[config.mk]
export PLATFORM = sky130hd
export DESIGN_NAME = ram_writer_flat
export DESIGN_NICKNAME = d
export VERILOG_FILES = /design/src/rtl/ram_writer_if.sv /design/src/rtl/ram_writer.sv /design/src/flat_wrapper.sv
export SDC_FILE = /design/constraint.sdc
export NUM_CORES = 2
export LEC_CHECK = 0
export BUFFER_PORTS_ARGS = -buffer_cell sky130_fd_sc_hd__buf_2
export CORE_MARGIN = 4
export CORE_UTILIZATION = 40
export DETAILED_ROUTE_END_ITERATION = 6
export GPL_ROUTABILITY_DRIVEN = 0
export SETUP_SLACK_MARGIN = 0.1
export SYNTH_ARGS = -nofsm -noshare
export SYNTH_HDL_FRONTEND = slang
export SYNTH_SLANG_ARGS = --single-unit
export TNS_END_PERCENT = 50
[constraint.sdc]
create_clock -name clk -period 4.5 [get_ports clk]
set_input_delay 0.45 -clock clk [delete_from_list [all_inputs] [get_ports clk]]
set_output_delay 0.45 -clock clk [all_outputs]
set_load 0.02 [all_outputs]
[src/rtl/ram_writer_if.sv]
// Valid/ready word stream feeding ram_writer.
`timescale 1ns/1ps
interface ram_writer_if #(
    parameter int unsigned DATA_WIDTH = 16
);
    logic signed [DATA_WIDTH-1:0] din;
    logic                         din_valid;
    logic                         din_ready;

    modport master (output din, output din_valid, input din_ready);
    modport slave  (input din, input din_valid, output din_ready);
endinterface

[src/rtl/ram_writer.sv]
// Loads a burst from a valid/ready stream into a dual-port RAM at a wrapping base address;
// independent registered read port. Optional burst checksum under RAM_WRITER_CHECKSUM_EN.
`timescale 1ns/1ps
module ram_writer #(
    parameter int unsigned ADDRESS_WIDTH = 7,
    parameter int unsigned DATA_WIDTH    = 16,
    parameter int unsigned RAM_SIZE      = 128
) (
    input  logic                            clk,
    input  logic                            rst,
    input  logic                            i_start,
    input  logic [ADDRESS_WIDTH-1:0]        i_base_addr,
    input  logic [ADDRESS_WIDTH:0]          i_length,
    ram_writer_if.slave                     s_if,
    output logic                            o_busy,
    output logic                            o_done,
    input  logic                            i_en2,
    input  logic [ADDRESS_WIDTH-1:0]        i_addr2,
    output logic signed [DATA_WIDTH-1:0]    o_do2,
    output logic [DATA_WIDTH-1:0]           o_checksum
);
    localparam int unsigned LW = ADDRESS_WIDTH + 1;
    localparam logic [LW-1:0] SIZE_L = LW'(RAM_SIZE);
    localparam logic [ADDRESS_WIDTH-1:0] LAST_ADDR = ADDRESS_WIDTH'(RAM_SIZE - 1);

    typedef enum logic [1:0] {S_IDLE, S_LOAD, S_FINISH} state_t;

    state_t                       r_state;
    state_t                       w_state_nxt;
    logic [ADDRESS_WIDTH-1:0]     r_wa;
    logic [LW-1:0]                r_len;
    logic [LW-1:0]                r_count;
    logic                         r_din_ready;
    logic                         r_busy;
    logic                         r_done;
    logic signed [DATA_WIDTH-1:0] r_do2;
    logic                         w_start_acc;
    logic                         w_hs;
    logic                         w_we;
    logic                         w_last;
    logic [ADDRESS_WIDTH-1:0]     w_base_wrapped;

    logic signed [DATA_WIDTH-1:0] r_mem [RAM_SIZE];

    assign w_start_acc = (r_state == S_IDLE) && i_start;
    assign w_hs        = s_if.din_valid && r_din_ready;
    assign w_we        = w_hs && !rst;
    assign w_last      = (r_count == r_len - LW'(1));
    // Base may exceed RAM_SIZE when RAM_SIZE is not a power of two.
    assign w_base_wrapped = ({1'b0, i_base_addr} >= SIZE_L)
                          ? ADDRESS_WIDTH'({1'b0, i_base_addr} - SIZE_L)
                          : i_base_addr;

    assign s_if.din_ready = r_din_ready;
    assign o_busy         = r_busy;
    assign o_done         = r_done;
    assign o_do2          = r_do2;

    // Next-state logic.
    always_comb begin
        w_state_nxt = r_state;
        case (r_state)
            S_IDLE: begin
                if (i_start) begin
                    w_state_nxt = (i_length != '0) ? S_LOAD : S_FINISH;
                end
            end
            S_LOAD: begin
                if (w_hs && w_last) begin
                    w_state_nxt = S_FINISH;
                end
            end
            S_FINISH: w_state_nxt = S_IDLE;
            default:  w_state_nxt = S_IDLE;
        endcase
    end

    // State register.
    always_ff @(posedge clk) begin
        if (rst) begin
            r_state <= S_IDLE;
        end else begin
            r_state <= w_state_nxt;
        end
    end

    // Status outputs registered from the next state so they align with it.
    always_ff @(posedge clk) begin
        if (rst) begin
            r_din_ready <= 1'b0;
            r_busy      <= 1'b0;
            r_done      <= 1'b0;
        end else begin
            r_din_ready <= (w_state_nxt == S_LOAD);
            r_busy      <= (w_state_nxt == S_LOAD);
            r_done      <= (w_state_nxt == S_FINISH);
        end
    end

    // Burst bookkeeping: wrapping write address and word count.
    always_ff @(posedge clk) begin
        if (rst) begin
            r_wa    <= '0;
            r_len   <= '0;
            r_count <= '0;
        end else if (w_start_acc) begin
            r_wa    <= w_base_wrapped;
            r_len   <= i_length;
            r_count <= '0;
        end else if (w_hs) begin
            r_count <= r_count + LW'(1);
            r_wa    <= (r_wa == LAST_ADDR) ? '0 : r_wa + ADDRESS_WIDTH'(1);
        end
    end

    // Write port.
    always_ff @(posedge clk) begin
        if (w_we) begin
            r_mem[r_wa] <= s_if.din;
        end
    end

    // Read port, read-first against a same-cycle write.
    always_ff @(posedge clk) begin
        if (rst) begin
            r_do2 <= '0;
        end else if (i_en2) begin
            r_do2 <= r_mem[i_addr2];
        end
    end

`ifdef RAM_WRITER_CHECKSUM_EN
    logic [DATA_WIDTH-1:0] r_acc;
    logic [DATA_WIDTH-1:0] w_acc_nxt;
    logic [DATA_WIDTH-1:0] r_checksum;

    always_comb begin
        w_acc_nxt = r_acc;
        if (w_start_acc) begin
            w_acc_nxt = '0;
        end else if (w_hs) begin
            w_acc_nxt = r_acc + $unsigned(s_if.din);
        end
    end

    // Checksum publishes in the done cycle and holds until the next burst completes.
    always_ff @(posedge clk) begin
        if (rst) begin
            r_acc      <= '0;
            r_checksum <= '0;
        end else begin
            r_acc <= w_acc_nxt;
            if (w_state_nxt == S_FINISH && r_state != S_FINISH) begin
                r_checksum <= w_acc_nxt;
            end
        end
    end

    assign o_checksum = r_checksum;
`else
    assign o_checksum = '0;
`endif

endmodule

[src/flat_wrapper.sv]
// flat-port wrapper written by rule: the top's interface ports become plain ports
module ram_writer_flat 
#(
    parameter int unsigned ADDRESS_WIDTH = 7,
    parameter int unsigned DATA_WIDTH    = 16,
    parameter int unsigned RAM_SIZE      = 128
)
  (clk, rst, i_start, i_base_addr, i_length, o_busy, o_done, i_en2, i_addr2, o_do2, o_checksum, s_if_din, s_if_din_valid, s_if_din_ready);
  ram_writer_if #(.DATA_WIDTH(DATA_WIDTH)) s_if_i ();
  input  logic clk;
  input  logic rst;
  input  logic i_start;
  input  logic [ADDRESS_WIDTH-1:0] i_base_addr;
  input  logic [ADDRESS_WIDTH:0] i_length;
  output logic o_busy;
  output logic o_done;
  input  logic i_en2;
  input  logic [ADDRESS_WIDTH-1:0] i_addr2;
  output logic signed [DATA_WIDTH-1:0] o_do2;
  output logic [DATA_WIDTH-1:0] o_checksum;
  input wire logic [$bits(s_if_i.din)-1:0] s_if_din;
  input wire logic [$bits(s_if_i.din_valid)-1:0] s_if_din_valid;
  output wire logic [$bits(s_if_i.din_ready)-1:0] s_if_din_ready;
  assign s_if_i.din = s_if_din;
  assign s_if_i.din_valid = s_if_din_valid;
  assign s_if_din_ready = s_if_i.din_ready;
  ram_writer #(.ADDRESS_WIDTH(ADDRESS_WIDTH), .DATA_WIDTH(DATA_WIDTH), .RAM_SIZE(RAM_SIZE)) u_core (.clk(clk), .rst(rst), .i_start(i_start), .i_base_addr(i_base_addr), .i_length(i_length), .s_if(s_if_i), .o_busy(o_busy), .o_done(o_done), .i_en2(i_en2), .i_addr2(i_addr2), .o_do2(o_do2), .o_checksum(o_checksum));
endmodule
==> metrics.csv <==
metric,value,unit
std cell rows,165,
total gr overflow,0,
first-pass GRT wire length,312,mm
"top cells by count, synth","edfxtp_1 (2048), mux4_2 (512), nor2_1 (170), mux2i_1 (161), nand2_1 (109)",
met2 Use GR,32.6,%
total CTS buffers,210,
post-route ant nets,0,
setup ws final,1.31,ns
I/O Pins,78,
Pwr Total,40.7,mW
Max VDD drop,360,uV
worst hold path type,input port to register,
DRT iter0 DRCs,5099,
vias in the first global route,40400,
post-synth top area share,75.8,%
finished layout cell area,92700,um2
Fin Setup TNS,0,ns
Place WS,0.700,ns
CTS H-tree depth,4,
number of synthesized register bits,2091,
period utilization,71.0,%
largest family of logic cells by synthesized area,multiplexers,
Power Dens Cells,439,nW/um2
Setup Viol. Count Final,0,
fin nets,4119,
Reg area,62400,um2
area occupied by multi-input gates,17500,um2
Layout fillers,16800,
DRC Markers,0,
Crit path required time,5.01,ns
Netlist Area Pre-Place,81100,um2
Critical Setup Path Class,register to register,
number of synthesized flops with an enable pin,2048,
max_cap viols,0,
Post-synth ARST share,0,%
worst-margin pin slew,1.33,ns
total clock sinks,2091,
port bufs,61,
share of cells above drive strength 1,28.4,%
largest net degree at the start of global routing,94,
CORE AREA,202000,um2
Adder-Cell Fraction of Synth Area,0.0463,%
Post-DP Area,85900,um2
vias after detailed routing,40600,
DRT Pass-1 Iters,6,
CTS tree,yes,
Post-Route WL,221,mm
grt peak-use layer,met2,
RSZ-0062 raised after global routing,no,
clock tree buffer depth,3,
Final HPWL DP,134,mm
"Slew Viols, Final",0,
CTS Root Buffer Type,clkbuf_16,
fin crit period,3.19,ns
Synth Area in XOR/XNOR,0.194,%
GR Layer Usage met1,29.3,%
full die area,210000,um2
simple-gate share of the synthesized area,2.35,%
"top cells by area, synth","edfxtp_1 (76%), mux4_2 (14%), mux2i_1 (2.0%), dfxtp_1 (1.1%), nor2_1 (0.79%)",
LEAKAGE,29.2,nW
Synth cell types,61,
max incr delay on CP,0.67,ns
initial antenna violation count,8,
outcome,finished clean,
complex-gate fraction of the synthesized area,2.37,%
clk_lat worst skew,0.84,ns
"Arr. time, crit path",3.70,ns
Fin. Hold Viols,0,
Total GRT Usage,20.8,%
post-synth top area cell,edfxtp_1,
Starting Density,40.2,%
Die Height,458,um
main flop type after synthesis,edfxtp_1,
relative slew slack,11.1,%
DR vias/cell,5.85,
Yosys Warn Count,0,
M3 GR Usage,3.90,%
CP Capture Type,register,
area delta synth->final,14.3,%
critical path launch point type,register,
Die X,458,um
Mapped Cells,3729,
fmax,313,MHz
sequential element share of the synthesized area,76.9,%
clock skew,0.0435,ns
clock-pin slew on the worst setup and hold paths,0.06,ns
Hold Slack,0.100,ns
most common cell in the netlist,edfxtp_1,
multiplexer area fraction after synthesis,16.4,%
average instance area after synthesis,21.8,um2
CP Max Fanout,13,
cell-by-cell trace of the critical path,"or3b_1, or3_1, buf_4, nor2_1, buf_4",
drt wl/cell,31.8,um
cell with the largest stage delay on the worst path,or3_1,
CP dominant cell by count,buf_4,
-- state kept, by name (all words and copies together), names as in the netlist --
name and count:
u_core.o_done 1, u_core.r_wa 7, u_core.r_len 8, u_core.r_state 2, u_core.r_mem 2048, u_core.r_count 8, u_core.o_do2 16, u_core.s_if.din_ready 1
-- layout by cell type, fill, tap and decap left out, drive strengths merged, types with 10 or more instances in the layout --
cell type / instances
a221oi: 11
nor2: 170
nand2b: 13
nand3: 30
nand4: 12
a22oi: 16
mux2: 12
o21ai: 27
inv: 17
nand2: 109
a21oi: 38
nor3: 27
a211oi: 27
nor2b: 21
bufinv: 14
clkbuf: 255
mux4: 512
o221ai: 23
or3: 12
mux2i: 161
clkinv: 112
dfxtp: 43
conb: 16
buf: 326
edfxtp: 2048
o22ai: 53
xnor2: 10
dlygate4sd3: 16
o211ai: 18
-- area by class of cell --
type	count	share of cell area, %
antenna	5	0.0135
clock buffer	254	5.98
clock inverter	143	1.27
inverter	6	0.0283
multi-input combinational	1421	18.9
sequential	2091	67.2
tap	2672	3.60
timing repair buffer	343	2.99
-- stage by stage --
stage | util [%] | cells
after CTS | 45.9 | 6930
after detailed placement | 42.5 | 6517
after global placement | 42.5 | 6517
final | 45.9 | 6935
after floorplan | - | 3744
after global routing | 45.9 | 6930
-- power by group --
part           internal (mW)  leakage, nW  total [mW]  switching (mW)
clock network           9.60         3.30        17.0            7.44
logic                  0.744         7.15        2.16            1.41
registers               21.4         18.8        21.5          0.0650
total                   31.8         29.2        40.7            8.92
-- logic make-up (layout without fill, tap and decap cells) --
kind of cell,after synthesis,count (layout)
AND/OR/NAND/NOR,425,425
multiplexers,685,685
XOR/XNOR,18,18
other,1,21
adder cells (fa/ha/maj),3,3
buffers and inverters,232,746
flip-flops,2091,2091
AO/OA/AOI/OAI,274,274
-- worst max-delay path: cells and delay by family (launching register included) --
family        cells  cell delay, ns
simple gates      3            1.65
flops             1            0.48
buf+inv           2            0.73
-- metal layers --
metal | wire length [um] | up-vias
met5 | 13 | -
met4 | 8710 | 2
met3 | 18100 | 361
met2 | 105000 | 1903
met1 | 89100 | 21900
li1 | - | 16400
-- path summary, 6_finish.rpt --
| check | startpoint | end | slack (ns) | cells past startpoint |
|---|---|---|---|---|
| max reg2reg | u_core.r_wa[2]$_SDFFE_PP0P_ | u_core.r_mem[25][3]$_DFFE_PP_ | 1.31 | 5 |
| max | u_core.r_wa[2]$_SDFFE_PP0P_ | u_core.r_mem[25][3]$_DFFE_PP_ | 1.31 | 5 |
| min reg2reg | u_core.r_len[7]$_SDFFE_PP0P_ | u_core.r_len[7]$_SDFFE_PP0P_ | 0.47 | 2 |
| min | s_if_din[0] | u_core.r_mem[49][0]$_DFFE_PP_ | 0.10 | 1 |
-- repair_timing --
item                      in CTS  in global routing
buffers inserted               0                  0
hold endpoints to repair      17                  0
gates resized for setup        0                  0
hold buffers                  16                  0
Power figures use the tool's default switching activity.
